File: config.mk
export PLATFORM = sky130hd
export DESIGN_NAME = div_seq
export DESIGN_NICKNAME = d
export VERILOG_FILES = /design/src/rtl/div_seq.sv
export SDC_FILE = /design/constraint.sdc
export NUM_CORES = 1
export LEC_CHECK = 0
export ABC_AREA = 1
export CORE_MARGIN = 5
export CORE_UTILIZATION = 50
export DETAILED_ROUTE_END_ITERATION = 12
export PLACE_DENSITY = 0.71
export SYNTH_ARGS = -nofsm -noshare
export SYNTH_HDL_FRONTEND = slang
export SYNTH_SLANG_ARGS = --single-unit
File: constraint.sdc
create_clock -name clk -period 7.24 [get_ports clk]
set_input_delay 1.448 -clock clk [delete_from_list [all_inputs] [get_ports clk]]
set_output_delay 1.448 -clock clk [all_outputs]
set_load 0.02 [all_outputs]
File: src/rtl/div_seq.sv
// Multi-cycle restoring divider for DIV/DIVU.
// Retires BITS_PER_CYCLE quotient bits per clock and returns {remainder, quotient}.
module div_seq #(
  parameter int unsigned DATA_W         = 32,
  parameter int unsigned BITS_PER_CYCLE = 1
) (
  input  logic                  clk,
  input  logic                  rst,
  input  logic                  signed_i,
  input  logic                  start_i,
  input  logic                  annul_i,
  input  logic [DATA_W-1:0]     opdata1_i,
  input  logic [DATA_W-1:0]     opdata2_i,
  output logic [2*DATA_W-1:0]   result_o,
  output logic                  ready_o,
  output logic                  stallreq_o
);

  localparam int unsigned Steps = DATA_W / BITS_PER_CYCLE;
  localparam int unsigned CntW  = (Steps > 1) ? $clog2(Steps) : 1;

  localparam logic [1:0] StIdle   = 2'd0;
  localparam logic [1:0] StByZero = 2'd1;
  localparam logic [1:0] StOn     = 2'd2;
  localparam logic [1:0] StEnd    = 2'd3;

  logic [1:0]           state_q, state_d;
  logic [CntW-1:0]      cnt_q, cnt_d;
  logic [DATA_W-1:0]    dvd_q, dvd_d;
  logic [DATA_W-1:0]    dsr_q, dsr_d;
  logic [DATA_W:0]      rem_q, rem_d;
  logic [DATA_W-1:0]    quot_q, quot_d;
  logic                 sgn_q, sgn_d;
  logic                 neg1_q, neg1_d;
  logic                 neg2_q, neg2_d;
  logic [2*DATA_W-1:0]  result_q, result_d;

  logic [DATA_W-1:0]    dvd_n, quot_n;
  logic [DATA_W:0]      rem_n;
  logic [DATA_W+1:0]    rem_t, diff;
  logic [DATA_W-1:0]    quot_fix, rem_fix;

  // One clock's worth of restoring steps; diff MSB is the trial-subtract borrow.
  always_comb begin
    dvd_n  = dvd_q;
    rem_n  = rem_q;
    quot_n = quot_q;
    rem_t  = '0;
    diff   = '0;
    for (int i = 0; i < int'(BITS_PER_CYCLE); i++) begin
      rem_t = {rem_n, dvd_n[DATA_W-1]};
      diff  = rem_t - {2'b00, dsr_q};
      dvd_n = dvd_n << 1;
      if (!diff[DATA_W+1]) begin
        rem_n  = diff[DATA_W:0];
        quot_n = {quot_n[DATA_W-2:0], 1'b1};
      end else begin
        rem_n  = rem_t[DATA_W:0];
        quot_n = {quot_n[DATA_W-2:0], 1'b0};
      end
    end
  end

  always_comb begin
    quot_fix = (sgn_q && (neg1_q ^ neg2_q)) ? -quot_n : quot_n;
    rem_fix  = (sgn_q && neg1_q) ? -rem_n[DATA_W-1:0] : rem_n[DATA_W-1:0];
  end

  always_comb begin
    state_d  = state_q;
    cnt_d    = cnt_q;
    dvd_d    = dvd_q;
    dsr_d    = dsr_q;
    rem_d    = rem_q;
    quot_d   = quot_q;
    sgn_d    = sgn_q;
    neg1_d   = neg1_q;
    neg2_d   = neg2_q;
    result_d = result_q;
    case (state_q)
      StIdle: begin
        if (start_i && !annul_i) begin
          if (opdata2_i == '0) begin
            state_d = StByZero;
          end else begin
            state_d = StOn;
            sgn_d   = signed_i;
            neg1_d  = opdata1_i[DATA_W-1];
            neg2_d  = opdata2_i[DATA_W-1];
            dvd_d   = (signed_i && opdata1_i[DATA_W-1]) ? -opdata1_i : opdata1_i;
            dsr_d   = (signed_i && opdata2_i[DATA_W-1]) ? -opdata2_i : opdata2_i;
            cnt_d   = '0;
            rem_d   = '0;
            quot_d  = '0;
          end
        end
      end
      StByZero: begin
        result_d = '0;
        state_d  = StEnd;
      end
      StOn: begin
        if (annul_i) begin
          state_d = StIdle;
        end else begin
          dvd_d  = dvd_n;
          rem_d  = rem_n;
          quot_d = quot_n;
          cnt_d  = cnt_q + CntW'(1);
          if (cnt_q == CntW'(Steps - 1)) begin
            state_d  = StEnd;
            result_d = {rem_fix, quot_fix};
          end
        end
      end
      StEnd: begin
        if (!start_i || annul_i) state_d = StIdle;
      end
      default: state_d = StIdle;
    endcase
  end

  always_ff @(posedge clk or posedge rst) begin
    if (rst) begin
      state_q  <= StIdle;
      cnt_q    <= '0;
      dvd_q    <= '0;
      dsr_q    <= '0;
      rem_q    <= '0;
      quot_q   <= '0;
      sgn_q    <= 1'b0;
      neg1_q   <= 1'b0;
      neg2_q   <= 1'b0;
      result_q <= '0;
    end else begin
      state_q  <= state_d;
      cnt_q    <= cnt_d;
      dvd_q    <= dvd_d;
      dsr_q    <= dsr_d;
      rem_q    <= rem_d;
      quot_q   <= quot_d;
      sgn_q    <= sgn_d;
      neg1_q   <= neg1_d;
      neg2_q   <= neg2_d;
      result_q <= result_d;
    end
  end

  assign result_o   = result_q;
  assign ready_o    = (state_q == StEnd);
  assign stallreq_o = ((state_q == StIdle) && start_i && !annul_i) ||
                      (state_q == StByZero) ||
                      ((state_q == StOn) && !annul_i);

endmodule

==> qor.yml, run 1 <==
ys_seq_area_share_pct: 35.34
synthAdderAreaFrac_pct: 3.464
ctsLongestPathBuffers: 3
peakVddDrop_mv: 0.2997
synth_ff_type: "dfrtp_1"
synth_compound_area_share_pct: 14.34
synth.avg_cell_area_um2: 6.650
clk_pin_slew_worst_paths_ns: 0.06
cts_tree: "yes"
grt_pass1_wl_um: 69670
yosys_warnings: 0
cp_max_fo: 11
cts_root_buf: "clkbuf_16"
p_int_mw: 3.739
grt_max_degree: 83
period_share_pct: 65.69
first_global_vias: 13690
die_x_um: 179.1
fmaxAchievable_ghz: 0.2103
clkSinkCount: 202
syn_nets: 2259
synthSimpleGateAreaFrac_pct: 33.26
ctsHoldBuffers: 0
postRouteAntennaNets: 0
wl_per_cell_um: 16.15
vias: 14330
arrival_ns: 3.31
start_util_pct: 50.25
gp_congestion: 0.9733
drc: 0
hold_path_class: "reg2reg"
nNetsFinal: 2359
dr.pass1.iters: 5
core-area_mm2: 0.02847
pwr-share-seq_pct: 18.8
antenna_found_initial: 0
drive_above_1_share_pct: 5.639
crit_required_ns: 5.79
synthCells: 2151
ctsHtreeMaxLevel: 1
cts_setup_buffers: 0
clock_skew_ns: 0.02197
synth_xor_area_share_pct: 3.612
area_growth_pct: 17.42
yosysMostFrequentCell: "nand2_1"
antenna_cells: 0
totalWireLength_um: 42850
ios: 135
grt_overflow: 0
ctsResizeCount: 0
via_per_inst: 5.399
rsz0062_at_grt: "false"
tns_ns: 0
status: "finished, final reports clean"
pwr_density_cell_mw_per_mm2: 487.9
portBuffers: 134
synth_seq_cells: 202
synth_top_family_by_area: "simple AND/OR/NAND/NOR gates"
finalHoldViolations: 0
synth_edf_count: 0
path_class: "in2out"
die_h_um: 179.1
post-place-ws_ns: 2.465
die_area_mm2: 0.03209
async_flop_share_pct: 100.0
fin_ws_ns: 2.484
clk_latency_ns: 0.55
synth_top_area_share_pct: 35.34
switching_share_pct: 54.38
muxShareOfSynthArea_pct: 0
finalSetupViolCount: 0
cts_buffers: 25
cp-end-kind: "output port"
power_switching_mw: 4.456
track_usage_pct: 26.81
r2r_setup_slack_ns: 2.59
dp_hpwl_um: 32170
combPwrFrac_pct: 64.7
syn-cell-area_mm2: 0.01430
synth_area_leader_cell: "dfrtp_1"
max_cap_viol_count: 0
drv_slew: 0
first_iter_violations: 1119
synth.area.top_cells: "dfrtp_1, nand2_1, inv_1"
synth.distinct_cells: 49
p_leak_nw: 8.478
startpoint_type: "input port"
synth_commonest_cells: "nand2_1, inv_1, dfrtp_1"
clockPowerShare_pct: 16.5
slew_headroom_pct: 36.78
worst_slew_pin_slew_ns: 0.9425
rows: 62
period_needed_ns: 4.756
==> cell usage in the layout (no fill, tap or decap), types with 21 or more instances in the layout <==
master and n:
nand2_1 662, inv_1 276, dfrtp_1 202, nor2_1 185, o21ai_0 156, nand3_1 149
clkdlybuf4s50_1 134, a21oi_1 83, o22ai_1 63, xor2_1 39, ha_1 38, nor3_1 31
clkbuf_16 25, o21ai_1 22, nand2_2 21
==> flip-flops by register name, summed over array words and instances (netlist names) <==
name      flops
state_q       2
sgn_q         1
neg1_q        1
dsr_q        32
neg2_q        1
cnt_q         5
quot_q       31
dvd_q        32
result_o     64
rem_q        33
==> worst max-delay path, cell delays in order <==
cell and delay [ns]:
clkdlybuf4s50_1 0.42, nor2_1 0.61, or2_2 0.23, clkdlybuf4s50_1 0.60
==> worst paths after layout <==
check / endpoint / depth (start not counted) / startpoint
min in group asynchronous: dvd_q[12]$_DFFE_PP0P_ / 2 / rst
worst min register to register: result_o[57]$_DFFE_PP0P_ / 2 / result_o[57]$_DFFE_PP0P_
max in group asynchronous: quot_q[28]$_DFFE_PP0P_ / 3 / rst
worst max-delay path: stallreq_o / 4 / annul_i
worst min-delay path: result_o[57]$_DFFE_PP0P_ / 2 / result_o[57]$_DFFE_PP0P_
worst max register to register: result_o[28]$_DFFE_PP0P_ / 24 / dsr_q[30]$_DFFE_PP0P_
==> cell type report <==
cell class | instances | area, um^2
clock buffers | 32 | 661.9
clock inverters | 14 | 225.2
fillers | 2784 | 11670
inverters | 287 | 1085
multi-input cells | 1588 | 7851
flip-flops and latches | 202 | 5055
well taps | 384 | 480.5
repair buffers | 147 | 1439
==> routing by layer <==
layer	part of all wire [%]	track usage, %	vias to the layer above	routed length, um
met5	0	0	-	0
met4	3.5	8.791	0	1510
met3	6.9	4.471	95	2965
met2	44	41.70	439	18820
met1	46	38.19	6651	19560
li1	-	-	7143	-
==> stage by stage <==
step                      instances  hold slack [ns]  power, mW  utilization (%)  area (um^2)
after floorplan                2151           0.4440      5.427                -        14310
after global placement         2608           0.4607      6.672            55.88        15910
after detailed placement       2608           0.4646      6.731            55.88        15910
after CTS                      2654           0.4795      8.110            59.00        16800
after global routing           2654           0.5007      8.907            59.00        16800
final                          2654           0.4784      8.196            59.00        16800
==> kinds of logic after synthesis <==
family,Yosys count
AND/OR/NAND/NOR,1122
XOR/XNOR,59
adder cells (fa/ha/maj),39
flip-flops,202
buffers and inverters,361
AO/OA/AOI/OAI,368
==> power by group through the flow <==
stage	sequential [mW]	combinational [mW]	clock [mW]
floorplan	1.50	3.93	0
global placement	1.54	5.13	0
detailed placement	1.55	5.18	0
CTS	1.54	5.20	1.37
global route	1.56	5.91	1.43
finish	1.54	5.30	1.36
No activity file was read; power rests on OpenSTA's default activity.
==> run 2, diff against run 1 <==
- PLACE_DENSITY: 0.71 -> 0.68
- clock period: 7.24 -> 4.9 ns (I/O delays scaled with it)
==> run 2 against run 1 <==
Global-route usage down 0.99 points. Count of clock-buffer cells in the layout up 3. Setup slack worse by 1.8 ns. Die area unchanged. Design area down 0.34%. Clock skew up 0.011 ns. Register-to-register slack worse by 1.9 ns. Final cell count up 0.15%. Routed wire length down 2.2%. Sequential cell count unchanged. Highest routed layer unchanged.
==> qor.yml, run 2 (same netlist as run 1, synthesis figures left out) <==
critPathMaxStageDelay_ns: 0.44
path_class: "reg2reg"
nNetsFinal: 2364
rows: 62
ctsHtreeMaxLevel: 1
postRouteAntennaNets: 0
power_switching_mw: 6.544
via_per_inst: 5.350
startpoint_type: "register"
vias: 14220
final_cells: 2658
p_leak_nw: 8.455
die_area_mm2: 0.03209
finalSetupViolCount: 0
dp_hpwl_um: 31270
ctsResizeCount: 0
drive_above_1_share_pct: 5.717
fillers: 2810
r2r_setup_slack_ns: 0.64
finalHoldViolations: 0
status: "finished, final reports clean"
peakVddDrop_mv: 0.4552
fin_ws_ns: 0.6418
core-area_mm2: 0.02847
hold_path_class: "reg2reg"
crit_slowest_cell: "dfrtp_1"
dr.pass1.iters: 5
track_usage_pct: 25.82
clk_pin_slew_worst_paths_ns: 0.06
die_h_um: 179.1
max_cap_viol_count: 0
grt_pass1_wl_um: 67380
arrival_ns: 4.67
crit_required_ns: 5.31
layout_common_cells: "nand2_1, inv_1, dfrtp_1"
clock_skew_ns: 0.03282
start_util_pct: 50.25
drc: 0
cts_root_buf: "clkbuf_16"
p_int_mw: 5.359
period_needed_ns: 4.258
gp_congestion: 0.9846
drv_slew: 0
pwr-share-seq_pct: 19.0
clkSinkCount: 202
combPwrFrac_pct: 66.5
clockPowerShare_pct: 14.5
place_inst: 2614
final_common_cell: "nand2_1"
cp_max_fo: 5
cts_setup_buffers: 0
antenna_cells: 0
first_global_vias: 13200
post-place-ws_ns: 0.7538
period_share_pct: 86.90
worst_slew_pin_slew_ns: 0.9362
cp-end-kind: "register"
area_growth_pct: 17.03
fmaxAchievable_ghz: 0.2348
largest_reg_flops: 64
first_iter_violations: 1126
rsz0062_at_grt: "false"
totalWireLength_um: 41920
grt_overflow: 0
clk_latency_ns: 0.53
switching_share_pct: 54.98
cts_buffers: 24
portBuffers: 134
ios: 135
tns_ns: 0
slew_headroom_pct: 37.20
ctsHoldBuffers: 0
grt_max_degree: 149
die_x_um: 179.1
ctsLongestPathBuffers: 3
cts_tree: "yes"
antenna_found_initial: 0
wl_per_cell_um: 15.77
pwr_density_cell_mw_per_mm2: 711.0
-- run 2: cell types whose count changed in the layout (fill, tap and decap cells not counted) --
| cell | delta |
|---|---|
| clkbuf_8 | +2 |
| buf_4 | +4 |
| clkbuf_1 | +2 |
| clkbuf_16 | -1 |
| buf_12 | +2 |
| inv_6 | -1 |
| clkinv_4 | -1 |
| bufinv_16 | -4 |
| clkinv_8 | +1 |
| inv_16 | -1 |
| clkinv_2 | +1 |
-- run 2: routing by layer --
layer	vias up	global-route usage (%)	share of wire [%]
li1	7150	-	-
met1	6552	39.01	48
met2	462	39.35	43
met3	57	3.606	6.7
met4	0	5.839	2.1
met5	-	0	0
-- run 2: critical path: cells and delay by family (launching register included) --
kind / cells / cell delay (ns)
and+or+nand+nor: 21 / 2.78
adders and majority gates: 2 / 0.57
DFF: 1 / 0.44
AOI/OAI and AO/OA: 2 / 0.20
buffers and inverters: 2 / 0.14
-- run 2: final cells by class --
cell class	count	area (um^2)	share of cell area (%)
Timing Repair Buffer	153	1509	9.013
Clock inverter	9	92.59	0.5531
Sequential cell	202	5055	30.19
Multi-Input combinational cell	1588	7851	46.90
Inverter	287	1081	6.457
Tap cell	384	480.5	2.870
Clock buffer	35	671.9	4.013
-- run 2: path summary, 6_finish.rpt --
check	startpoint	to	cells after the start
max	rem_q[10]$_DFFE_PP0P_	result_o[28]$_DFFE_PP0P_	27
min	dvd_q[13]$_DFFE_PP0P_	dvd_q[13]$_DFFE_PP0P_	2
max reg2reg	rem_q[10]$_DFFE_PP0P_	result_o[28]$_DFFE_PP0P_	27
min reg2reg	dvd_q[13]$_DFFE_PP0P_	dvd_q[13]$_DFFE_PP0P_	2
max in group asynchronous	rst	dsr_q[16]$_DFFE_PP0P_	3
min in group asynchronous	rst	result_o[59]$_DFFE_PP0P_	3
-- run 2: power by group through the flow --
stage / logic [mW] / clock network (mW) / registers, mW
3_3_place_gp: 7.65 / 0 / 2.26
4_1_cts: 7.77 / 1.76 / 2.26
5_1_grt: 8.84 / 1.83 / 2.30
3_5_place_dp: 7.73 / 0 / 2.28
6_report: 7.92 / 1.72 / 2.26
2_1_floorplan: 5.80 / 0 / 2.22
-- run 2: metrics by stage --
stage          instance area (um^2)  hold WS, ns  util, %  power [mW]
2_1_floorplan                 14310       0.4440        -       8.020
3_3_place_gp                  15980       0.4609    56.12       9.911
3_5_place_dp                  15980       0.4607    56.12       10.01
4_1_cts                       16740       0.4761    58.80       11.78
5_1_grt                       16740       0.4937    58.80       12.97
6_report                      16740       0.4712    58.80       11.90
